$ cat config.mk
export PLATFORM = sky130hd
export DESIGN_NAME = crc_param_gen_flat
export DESIGN_NICKNAME = d
export VERILOG_FILES = /design/src/rtl/crc_param_gen_if.sv /design/src/rtl/crc_param_gen.sv /design/src/flat_wrapper.sv
export SDC_FILE = /design/constraint.sdc
export NUM_CORES = 1
export LEC_CHECK = 0
export CORE_MARGIN = 4
export CORE_UTILIZATION = 44
export DETAILED_ROUTE_END_ITERATION = 12
export PLACE_DENSITY = 0.65
export SLEW_MARGIN = 20
export SYNTH_ARGS = -nofsm -noshare
export SYNTH_HDL_FRONTEND = slang
export SYNTH_SLANG_ARGS = --single-unit
$ cat constraint.sdc
create_clock -name clk -period 1.6 [get_ports clk]
set_input_delay 0.16 -clock clk [delete_from_list [all_inputs] [get_ports clk]]
set_output_delay 0.16 -clock clk [all_outputs]
set_load 0.005 [all_outputs]
$ cat src/rtl/crc_param_gen_if.sv
// Beat/result bus between a message source and crc_param_gen.
// The expected_crc/crc_match pair exists only when CRC_CHECK_EN is defined.
interface crc_param_gen_if #(
  parameter int CRC_W  = 8,
  parameter int DATA_W = 1
);
  logic [DATA_W-1:0] data_in;
  logic              data_valid;
  logic              last;
  logic              in_ready;
  logic [CRC_W-1:0]  crc_out;
  logic              crc_done;
`ifdef CRC_CHECK_EN
  logic [CRC_W-1:0]  expected_crc;
  logic              crc_match;

  modport master (
    output data_in, data_valid, last, expected_crc,
    input  in_ready, crc_out, crc_done, crc_match
  );
  modport slave (
    input  data_in, data_valid, last, expected_crc,
    output in_ready, crc_out, crc_done, crc_match
  );
`else
  modport master (
    output data_in, data_valid, last,
    input  in_ready, crc_out, crc_done
  );
  modport slave (
    input  data_in, data_valid, last,
    output in_ready, crc_out, crc_done
  );
`endif
endinterface

$ cat src/rtl/crc_param_gen.sv
// Parametrised CRC generator: DATA_W LFSR steps per accepted beat, held result with a done strobe.
// Define CRC_CHECK_EN to add the expected_crc comparator and the registered crc_match flag.
module crc_param_gen #(
  parameter int               CRC_W  = 8,
  parameter logic [CRC_W-1:0] POLY   = 8'h49,
  parameter logic [CRC_W-1:0] INIT   = 8'h00,
  parameter logic [CRC_W-1:0] XOROUT = 8'hFF,
  parameter int               DATA_W = 1,
  parameter bit               REFIN  = 1'b0,
  parameter bit               REFOUT = 1'b0
) (
  input  logic            clk,
  input  logic            rst,
  crc_param_gen_if.slave  bus
);

  localparam logic [1:0] ST_IDLE = 2'd0;
  localparam logic [1:0] ST_RUN  = 2'd1;
  localparam logic [1:0] ST_DONE = 2'd2;

  logic [1:0]       state_q, state_d;
  logic [CRC_W-1:0] lfsr_q, lfsr_d;
  logic [CRC_W-1:0] crc_out_q, crc_out_d;
  logic [CRC_W-1:0] lfsr_seed, lfsr_next, lfsr_rev, final_val;
  logic             in_ready, accept;

  // Only RUN carries a partial remainder; IDLE always starts a message from INIT.
  assign lfsr_seed = (state_q == ST_RUN) ? lfsr_q : INIT;
  assign in_ready  = (state_q == ST_IDLE) || (state_q == ST_RUN);
  assign accept    = bus.data_valid && in_ready;

  always_comb begin
    logic in_bit;
    logic fb;
    in_bit    = 1'b0;
    fb        = 1'b0;
    lfsr_next = lfsr_seed;
    for (int i = 0; i < DATA_W; i++) begin
      in_bit    = REFIN ? bus.data_in[i] : bus.data_in[DATA_W-1-i];
      fb        = lfsr_next[CRC_W-1] ^ in_bit;
      lfsr_next = {lfsr_next[CRC_W-2:0], 1'b0} ^ (fb ? POLY : '0);
    end
  end

  for (genvar gi = 0; gi < CRC_W; gi++) begin : g_rev
    assign lfsr_rev[gi] = lfsr_next[CRC_W-1-gi];
  end

  assign final_val = (REFOUT ? lfsr_rev : lfsr_next) ^ XOROUT;

`ifdef CRC_CHECK_EN
  logic crc_match_q, crc_match_d;
`endif

  always_comb begin
    state_d   = state_q;
    lfsr_d    = lfsr_q;
    crc_out_d = crc_out_q;
`ifdef CRC_CHECK_EN
    crc_match_d = crc_match_q;
`endif
    case (state_q)
      ST_IDLE, ST_RUN: begin
        if (state_q == ST_IDLE) begin
          lfsr_d = INIT;
        end
        if (accept) begin
          if (bus.last) begin
            state_d   = ST_DONE;
            lfsr_d    = INIT;
            crc_out_d = final_val;
`ifdef CRC_CHECK_EN
            crc_match_d = (final_val == bus.expected_crc);
`endif
          end else begin
            state_d = ST_RUN;
            lfsr_d  = lfsr_next;
          end
        end
      end
      ST_DONE: begin
        state_d = ST_IDLE;
        lfsr_d  = INIT;
      end
      default: begin
        state_d = ST_IDLE;
        lfsr_d  = INIT;
      end
    endcase
  end

  always_ff @(posedge clk) begin
    if (rst) begin
      state_q   <= ST_IDLE;
      lfsr_q    <= INIT;
      crc_out_q <= '0;
`ifdef CRC_CHECK_EN
      crc_match_q <= 1'b0;
`endif
    end else begin
      state_q   <= state_d;
      lfsr_q    <= lfsr_d;
      crc_out_q <= crc_out_d;
`ifdef CRC_CHECK_EN
      crc_match_q <= crc_match_d;
`endif
    end
  end

  assign bus.in_ready = in_ready;
  assign bus.crc_out  = crc_out_q;
  assign bus.crc_done = (state_q == ST_DONE);
`ifdef CRC_CHECK_EN
  assign bus.crc_match = crc_match_q;
`endif

endmodule
$ cat src/flat_wrapper.sv
// flat-port wrapper written by rule: the top's interface ports become plain ports
module crc_param_gen_flat 
#(
  parameter int               CRC_W  = 8,
  parameter logic [CRC_W-1:0] POLY   = 8'h49,
  parameter logic [CRC_W-1:0] INIT   = 8'h00,
  parameter logic [CRC_W-1:0] XOROUT = 8'hFF,
  parameter int               DATA_W = 1,
  parameter bit               REFIN  = 1'b0,
  parameter bit               REFOUT = 1'b0
)
  (clk, rst, bus_data_in, bus_data_valid, bus_last, bus_in_ready, bus_crc_out, bus_crc_done);
  crc_param_gen_if #(.CRC_W(CRC_W), .DATA_W(DATA_W)) bus_i ();
  input  logic clk;
  input  logic rst;
  input wire logic [$bits(bus_i.data_in)-1:0] bus_data_in;
  input wire logic [$bits(bus_i.data_valid)-1:0] bus_data_valid;
  input wire logic [$bits(bus_i.last)-1:0] bus_last;
  output wire logic [$bits(bus_i.in_ready)-1:0] bus_in_ready;
  output wire logic [$bits(bus_i.crc_out)-1:0] bus_crc_out;
  output wire logic [$bits(bus_i.crc_done)-1:0] bus_crc_done;
  assign bus_i.data_in = bus_data_in;
  assign bus_i.data_valid = bus_data_valid;
  assign bus_i.last = bus_last;
  assign bus_in_ready = bus_i.in_ready;
  assign bus_crc_out = bus_i.crc_out;
  assign bus_crc_done = bus_i.crc_done;
  crc_param_gen #(.CRC_W(CRC_W), .POLY(POLY), .INIT(INIT), .XOROUT(XOROUT), .DATA_W(DATA_W), .REFIN(REFIN), .REFOUT(REFOUT)) u_core (.clk(clk), .rst(rst), .bus(bus_i));
endmodule
# Word-level counts from Yosys, hierarchy flattened
# Cells that the tools add are included.
# Widths: inputs -> output; s select.
# op_classes
n_eq_ne	2
n_mux	6
bitwise	4
reduce_logical	7
# op_table
cell	count
$mux 8	4
$not 8->8	1
$xor 8x8->8	1
$mux 7	1
$reduce_or 2->1	2
$reduce_and 3->1	1
$eq 2x1->1 const B	1
$eq 2x2->1 const B	1
$logic_not 2->1	1
$mux 2	1
$reduce_bool 2->1	1
$logic_and 1x1->1	1
$logic_or 1x1->1	1
$not 1->1	1
$xor 1x1->1	1
# totals
ff_bits	18
in_bits	5
wordCells	22

# Logic depth before layout (Yosys ltp)
# depth
depth_word	7
mapped_depth	5

# Worst setup path before layout
# No wires, ideal clock.
# synth_timing
path_type	flip-flop to flip-flop
startpoint	register u_core.state_q[1]
endpoint	register u_core.crc_out_q[3] (netlist: u_core.bus.crc_out[3])
setup_time_ns	0.146
arrival_ns	1.024
path_slack_ns	0.431
path_stages_with_launch	6
path_buffers	2
synth_period_minus_slack_ns	1.169
path_cell_list	dfxtp_1 -> and3b_1 -> buf_6 -> buf_8 -> o211ai_1 -> o311ai_0
# synth_between
elab_chain_cells	6
word_cells_on_any_way	11
cone_classes	eq/ne (1); mux (2); bitwise (3); reduce/logical (5)
# synth_rtl
item	line_no	text
start: declaration	crc_param_gen.sv:21	logic [1:0] state_q, state_d;
start signal: assignment	crc_param_gen.sv:101	state_q <= state_d;
$eq 2x1->1	crc_param_gen.sv:28, crc_param_gen.sv:29, crc_param_gen.sv:62	
$mux 8	crc_param_gen.sv:28	assign lfsr_seed = (state_q == ST_RUN) ? lfsr_q : INIT;
$xor 1x1->1	crc_param_gen.sv:40	fb = lfsr_next[CRC_W-1] ^ in_bit;
$mux 7	crc_param_gen.sv:41	lfsr_next = {lfsr_next[CRC_W-2:0], 1'b0} ^ (fb ? POLY : '0);
$xor 8x8->8	crc_param_gen.sv:41	
$not 8->8 (no source line)	-	
end signal: assignment	crc_param_gen.sv:103	crc_out_q <= crc_out_d;
end: declaration	crc_param_gen.sv:23	logic [CRC_W-1:0] crc_out_q, crc_out_d;
# Several ways; a longest one is shown, not always the timed one.
# A chain may end at the register's enable or synchronous reset.

# Worst setup path after layout
# layout_timing
startpoint	register u_core.state_q[1]
endpoint	output bus_crc_done
# layout_between
elab_chain_cells	1
# layout_rtl
item	line_no	text
$eq 2x2->1	crc_param_gen.sv:112	assign bus.crc_done = (state_q == ST_DONE);
end: declaration	flat_wrapper.sv:21	output wire logic [$bits(bus_i.crc_done)-1:0] bus_crc_done;
# No other way between the ends.

==> summary.txt <==
Timing
  • Unrepaired setup endpoints after global routing: no
  • Fin. max-slew vios: 0
  • Tmin final: about 1.5 ns
  • Fin Setup TNS: 0 ns
  • Max_slew headroom: 75.57%
  • Fmax: 671.2 MHz
  • Fin. Hold Viols: 0
  • Final period util: 93.11%
  • Worst-Margin Slew: 0.3665 ns
  • Worst Skew: roughly 0.0010 ns
  • Setup violators final: 0

Layout
  • Most common cell after layout, fill and taps aside: dfxtp_1
  • Seq. cell area: 364.1 um2
  • Layout cells sized above 1: 15.18%
  • Multi-input logic area: ~450 um2
  • Final nets: 119
  • N_diodes: 0
  • Fillers: 163
  • Syn-to-layout area delta: 22.66%
  • Most frequent cells in the layout: 17 x dfxtp_1, 14 x clkdlybuf4s50_1, 9 x nor2_1

Synthesis
  • Sequential area share after synthesis: 40.79%
  • Number of synthesized flops with an enable pin: 0
  • Synth cell types: 30
  • Synth Flop Type: dfxtp_1
  • Synthesized area: slightly below 900 um2
  • Flops & latches, synth: 18
  • Synthesized instance count: 98
  • Mapped Nets: approximately 100
  • Async S/R FF share, synth: 0%
  • Average cell area after synthesis: 9.014 um2
  • Synth warn: 0

Worst hold path
  • Worst hold path type: register to register

Worst setup path
  • Worst path max stage delay: 0.51 ns
  • Reg-to-Reg End: u_core.bus.crc_out[3]
  • Req. time, crit path: 1.44 ns
  • Reg2reg setup slack: 0.33 ns
  • CP Class: register to output port
  • Buf/Inv on CP: 2
  • Cells on worst reg2reg path: 4
  • CP Launch Point: u_core.state_q[1]
  • Critical path endpoint category: output port
  • Reg2reg start: u_core.state_q[1]
  • Worst-path cell chain: inv_1 -> nor2_1 -> clkdlybuf4s50_1
  • Worst-path fanout max: 6
  • CP top delay family: buffers and inverters
  • Crit start category: register
  • Worst EP arrival: 1.33 ns
  • Stages on the worst setup path: 3
  • Worst path slowest cell: clkdlybuf4s50_1
  • Crit path to: bus_crc_done

Clock tree
  • TritonCTS clock tree: built
  • Clock sinks: 18
  • Worst-Skew Late Latency: slightly below 0.3 ns
  • H-Tree Depth: 1
  • Clock slew seen by the registers of the worst setup and hold paths: 0.09 ns
  • CTS Buffer Depth: 2
  • Hold_buf cts: 0
  • CTS buffer count: 3
  • Clk root buf: clkbuf_4

Floorplan
  • Die Wd: 52.81 um
  • Die height: between 50 and 60 um
  • # rows: 15
  • Core region area: 0.001821 mm2
  • Io pins: 15
  • Initial core utilization: 48.52%
  • Die area: 0.002788 mm2

Routing
  • Total wire length: 1698 um
  • Final ANT Viol Nets: 0
  • DRT Pass-1 Iters: 4
  • Routed vias/inst: 5.314
  • 1st-iter DRT viols: 12
  • WL/cell: 12.39 um
  • Remaining DRCs: 0
  • Vias: 728

Global route
  • First-pass GRT wire length: 2980 um
  • Global route overflow: 0
  • Pin count of the biggest net entering global routing: 19
  • Initial antenna violation count: 0
  • Vias in the first global route: 661
  • Total GRT Usage: between 10% and 20%

Placement
  • RD Place Congestion: 0.7920
  • Port Buf Inserts: 14
  • HPWL Detailed: 1256 um

Pwr
  • Pwr dens: roughly 760 mW/mm2
  • P_leak: 0.3866 nW
  • Power, Total: 0.8254 mW
  • Max IR drop VDD: 531.2 uV

Run status
  • Status: finished, final reports clean

Flow run
  • Max Cap Viol: 0
## flip-flops by register name (all words and copies together), names as in the netlist
name / flops
u_core.bus.crc_out: 8
u_core.lfsr_q: 8
u_core.state_q: 2
## Yosys cell counts, types with 2 or more instances
cell / instances / area share [%]
a21oi_1: 7 / 4.0
nand4_1: 4 / 2.8
inv_1: 4 / 1.7
nand3_1: 2 / 1.1
and3b_1: 2 / 2.0
nand2_1: 5 / 2.1
dfxtp_1: 18 / 41
o2111ai_1: 2 / 2.0
nor2_1: 9 / 3.8
o21ai_0: 7 / 4.0
xor2_1: 3 / 3.0
xnor2_1: 2 / 2.0
buf_2: 2 / 1.1
nor3b_1: 2 / 1.7
o211ai_1: 4 / 3.4
clkbuf_1: 4 / 1.7
nor2b_1: 3 / 2.1
o311ai_0: 2 / 2.0
a311oi_2: 5 / 8.5
## worst min path at each step
stage / from / end / cells past startpoint
floorplan: rst / u_core.state_q[1] / 1
global placement: u_core.lfsr_q[1] / u_core.lfsr_q[2] / 2
detailed placement: u_core.lfsr_q[1] / u_core.lfsr_q[2] / 2
CTS: u_core.lfsr_q[1] / u_core.lfsr_q[2] / 2
global route: u_core.lfsr_q[3] / u_core.bus.crc_out[4] / 1
finish: u_core.lfsr_q[1] / u_core.lfsr_q[2] / 2
## through the flow
stage	setup WS (ns)	util, %	hold slack [ns]	instance area, um2	cells
floorplan	0.4306	-	0.2432	883.3	98
CTS	0.02603	58.97	0.5010	1074	136
finish	0.1102	59.52	0.4995	1084	137
global route	0.00001266	59.52	0.5270	1084	137
global placement	0.1924	57.66	0.4816	1050	133
detailed placement	0.1607	57.66	0.4871	1050	133
## worst min-delay path: cells and delay by family, from the launching register on
family,cells,cell delay [ns]
DFF,1,0.34
AOI/OAI and AO/OA,1,0.05
and+or+nand+nor,1,0.06
## cell type report
cell class / instances / area share, %
multi-input combinational: 67 / 41.80
sequential: 18 / 33.60
timing repair buffer: 20 / 18.24
tap: 25 / 2.887
clock buffer: 3 / 2.079
inverter: 4 / 1.386
## power breakdown
part	switching, mW	total (mW)	internal (mW)	leakage (nW)
clock	0.133	0.221	0.0878	0.0138
sequential	0.0119	0.476	0.464	0.148
combinational	0.0587	0.128	0.0694	0.225
total	0.204	0.825	0.621	0.387
## cells by family after synthesis
kind of cell    count (synthesis)  share of synthesized area, %
xor+xnor                        5                         4.958
simple gates                   33                         20.82
flops                          18                         40.79
compound gates                 29                         25.50
buf+inv                        13                         7.930
## layer usage
| metal | up-vias | share of wire, % | GRT usage (%) | wire [um] |
|---|---|---|---|---|
| met1 | 327 | 48 | 18.28 | 813 |
| met5 | - | 0 | 0 | 0 |
| met2 | 14 | 45 | 22.73 | 766 |
| li1 | 383 | - | - | - |
| met3 | 4 | 5.5 | 5.413 | 94 |
| met4 | 0 | 1.4 | 6.383 | 23 |
## timing repair
item | 4_1_cts | 5_1_grt
resized for setup | 1 | 1
pin swaps | 0 | 0
endpoints found under the setup margin | 1 | 1
buffers inserted | 0 | 1
(Power assumes the default switching activity.)
